--- config.mk ---
export PLATFORM = sky130hd
export DESIGN_NAME = pwm_peripheral
export DESIGN_NICKNAME = d
export VERILOG_FILES = /design/src/rtl/pwm_peripheral.sv
export SDC_FILE = /design/constraint.sdc
export NUM_CORES = 1
export LEC_CHECK = 0
export ABC_AREA = 1
export BUFFER_PORTS_ARGS = -buffer_cell sky130_fd_sc_hd__buf_4
export CAP_MARGIN = 40
export CORE_MARGIN = 3
export CORE_UTILIZATION = 40
export CTS_BUF_LIST = sky130_fd_sc_hd__clkbuf_4 sky130_fd_sc_hd__clkbuf_8
export DETAILED_ROUTE_END_ITERATION = 8
export GPL_ROUTABILITY_DRIVEN = 0
export HOLD_SLACK_MARGIN = 0.1
export PLACE_DENSITY_LB_ADDON = 0.1
export SKIP_LAST_GASP = 1
export SLEW_MARGIN = 20
export SYNTH_ARGS = -nofsm -noshare
export SYNTH_HDL_FRONTEND = slang
export SYNTH_SLANG_ARGS = --single-unit
--- constraint.sdc ---
create_clock -name clk -period 4.3 [get_ports clk]
set_input_delay 0 -clock clk [delete_from_list [all_inputs] [get_ports clk]]
set_output_delay 0 -clock clk [all_outputs]
set_load 0.05 [all_outputs]
--- src/rtl/pwm_peripheral.sv ---
// 16-output PWM/static driver fed by the SPI control registers.
// Define PWM_DUTY_SHADOW_EN to latch the duty cycle only at period boundaries.
module pwm_peripheral #(
  parameter int CLK_DIV = 3000,
  parameter int DIV_W   = 12
) (
  input  logic       clk,
  input  logic       rst_n,
  input  logic [7:0] en_reg_out_7_0,
  input  logic [7:0] en_reg_out_15_8,
  input  logic [7:0] en_reg_pwm_7_0,
  input  logic [7:0] en_reg_pwm_15_8,
  input  logic [7:0] pwm_duty_cycle,
  output logic [7:0] uo_out,
  output logic [7:0] uio_out,
  output logic       pwm_period_start
);

  localparam logic [DIV_W-1:0] DIV_MAX = DIV_W'(CLK_DIV - 1);

  logic [DIV_W-1:0] presc_q, presc_d;
  logic [7:0]       cnt_q, cnt_d;
  logic [15:0]      out_q, out_d;
  logic             start_q, start_d;
  logic [15:0]      en_out, en_pwm;
  logic [7:0]       duty_active;
  logic             tick, period_wrap, pwm_level;

`ifdef PWM_DUTY_SHADOW_EN
  // Duty only changes on the period boundary, so a pulse is never cut or stretched.
  logic [7:0] duty_q, duty_d;

  always_comb begin
    duty_d = duty_q;
    if (period_wrap) duty_d = pwm_duty_cycle;
  end

  always_ff @(posedge clk) begin
    if (!rst_n) duty_q <= 8'h00;
    else        duty_q <= duty_d;
  end

  assign duty_active = duty_q;
`else
  assign duty_active = pwm_duty_cycle;
`endif

  always_comb begin
    tick        = (presc_q == DIV_MAX);
    presc_d     = tick ? '0 : presc_q + DIV_W'(1);
    cnt_d       = tick ? cnt_q + 8'd1 : cnt_q;
    period_wrap = tick && (cnt_q == 8'hFF);
    start_d     = period_wrap;
    // 0xFF is special-cased so full duty covers all 256 ticks.
    pwm_level   = (duty_active == 8'hFF) || (cnt_q < duty_active);
    en_out      = {en_reg_out_15_8, en_reg_out_7_0};
    en_pwm      = {en_reg_pwm_15_8, en_reg_pwm_7_0};
    out_d       = en_out & (~en_pwm | {16{pwm_level}});
  end

  always_ff @(posedge clk) begin
    if (!rst_n) begin
      presc_q <= '0;
      cnt_q   <= 8'h00;
      out_q   <= 16'h0000;
      start_q <= 1'b0;
    end else begin
      presc_q <= presc_d;
      cnt_q   <= cnt_d;
      out_q   <= out_d;
      start_q <= start_d;
    end
  end

  assign uo_out           = out_q[7:0];
  assign uio_out          = out_q[15:8];
  assign pwm_period_start = start_q;

endmodule

==> results.json <==
{
  "yosysWarnings": 0,
  "path_buf_inv": 2,
  "setup_tns_ps": 0,
  "cp_slowest_cell": "dlygate4sd3_1",
  "cts_tree": "built",
  "seq_area_frac_synth": 0.385,
  "insertion_delay_ps": 290,
  "drt-initial-drc-count": 74,
  "worstMarginPinSlew_ps": 544,
  "vias_per_cell": 4.59,
  "fin_util": 0.623,
  "ys_ff_latch": 37,
  "overflow": 0,
  "period_share": 0.504,
  "cts-root-buf": "clkbuf_8",
  "cts_setup_buffers": 0,
  "rsz0062_at_grt": "no",
  "grt_pass1_vias": 1823,
  "finClkSkew_ps": 4.44,
  "grt_pass1_wl_um": 8020,
  "cpLargestDelayFamily": "simple AND/OR/NAND/NOR gates",
  "synth_ff_type": "dfxtp_1",
  "hp-class": "reg -> reg",
  "die_y_um": 75.4,
  "setup_violations": 0,
  "cts-buffers-inserted": 5,
  "period_minus_slack_ps": 2170,
  "async_flop_share": 0,
  "path_max_fanout": 16,
  "start_kind": "register",
  "slew_violations": 0,
  "die_w_um": 75.4,
  "cellPowerDensity_mw_per_mm2": 264,
  "synth_edf_count": 0,
  "num_io_pins": 59,
  "layout_common_cells": "66 x nand2_1, 61 x inv_1, 58 x buf_4",
  "dp_slack_ps": 2720,
  "wl_per_cell_um": 11.1,
  "syn_to_final_growth_pct": 45.7,
  "critPathMaxStageDelay_ps": 560,
  "relSlewSlack": 0.636,
  "core-area_mm2": 0.00450,
  "mostFrequentLayoutCell": "nand2_1",
  "start_util": 0.428,
  "htree_levels": 2,
  "post_cts_resize_count": 0,
  "rows": 24,
  "ctsHoldBuffers": 33,
  "antenna_found_initial": 0,
  "drcViolationCount": 0,
  "drt_pass1_iterations": 4,
  "crit_chain": "ha_1 > a21oi_1 > nor2_1 > nor3_1 > nand2_2 > nand3_1 > nand2_1 > dlygate4sd3_1 > inv_1",
  "status": "completed",
  "required_ps": 4540,
  "routed_wirelength_um": 4750,
  "layout_setup_ws_ps": 2130,
  "cp.arrival_ps": 2400,
  "dpl-instance-area_mm2": 0.00238,
  "worstSetupPathType": "reg -> reg",
  "hold_viol_final": 0,
  "synthCells": 281,
  "p_leak_nw": 1.43,
  "dieArea_mm2": 0.00568,
  "grtUsageTotal": 0.184,
  "clockBufferDepth": 2,
  "layout-drive-gt1-share": 0.217,
  "peakVddDrop_mv": 0.110,
  "nets": 424,
  "cts.sinks": 37,
  "cp-end-kind": "register",
  "hold_ws_ps": 449,
  "fin_area_mm2": 0.00281,
  "fmax_ghz": 0.462,
  "syn_area_mm2": 0.00193,
  "vias": 1954,
  "drt.antenna.violating_nets": 0,
  "syn-num-nets": 332,
  "port_buffers": 58,
  "grt_max_degree": 26,
  "syn_avg_cell_area_um2": 6.85,
  "post-dp-hpwl_um": 3140,
  "maxCapViolations": 0,
  "cts.clk_slew.worst_paths_ps": 80,
  "synth_cell_type_count": 27
}
==> worst paths after layout <==
kind | endpoint | slack (ps) | cells after the start | start
hold reg to reg | presc_q[0] | 450 | 1 | presc_q[0]
hold / removal | presc_q[0] | 450 | 1 | presc_q[0]
setup / recovery | out_q[10] | 2130 | 9 | cnt_q[5]
setup reg to reg | out_q[10] | 2130 | 9 | cnt_q[5]
==> metrics by stage <==
stage	power, mW	std cells
finish	0.740	426
global route	0.770	425
global placement	0.466	385
detailed placement	0.468	385
floorplan	0.422	281
CTS	0.742	425
==> flip-flops by register name, summed over array words and instances (netlist names) <==
signal            count
out_q                16
cnt_q                 8
pwm_period_start      1
presc_q              12
==> cell families after synthesis <==
group | synth area share
AND/OR/NAND/NOR | 0.344
buffers and inverters | 0.144
flip-flops | 0.385
AO/OA/AOI/OAI | 0.0513
adder cells (fa/ha/maj) | 0.0585
XOR/XNOR | 0.0182
==> report_power, final <==
part           leakage [nW]  switching, mW  internal [mW]  total (mW)
registers             0.303        0.00425          0.353       0.357
logic                  1.09         0.0637         0.0640       0.128
clock network        0.0433          0.128          0.127       0.255
total                  1.43          0.196          0.544       0.740
==> Yosys cell counts, drive strengths merged, types with 3 or more instances <==
cell type   n  share of area
a21oi      13          0.036
buf         5          0.021
dfxtp      37           0.38
ha          9          0.058
inv        62           0.12
nand2      72           0.15
nand3      25          0.070
nand4       3         0.0097
nor2       26          0.056
nor3       13          0.040
o21ai       6          0.016
or2         3         0.0097
xor2        3          0.014
==> final cells by class <==
| cell class | count | area, µm² |
|---|---|---|
| fill | 395 | 1700 |
| multi-input combinational | 176 | 908 |
| timing repair buffer | 91 | 766 |
| sequential | 37 | 741 |
| inverter | 62 | 233 |
| clock buffer | 6 | 82.6 |
| tap | 52 | 65.1 |
| clock inverter | 1 | 7.51 |
| antenna | 1 | 2.50 |
==> metal layers <==
| metal | GRT usage | vias to the layer above | part of all wire |
|---|---|---|---|
| met5 | 0 | - | 0 |
| met4 | 0.0796 | 0 | 0.027 |
| met3 | 0.0422 | 11 | 0.037 |
| met2 | 0.310 | 39 | 0.51 |
| met1 | 0.223 | 867 | 0.43 |
| li1 | - | 1037 | - |
Note: power is estimated with default switching activity, not from simulation.
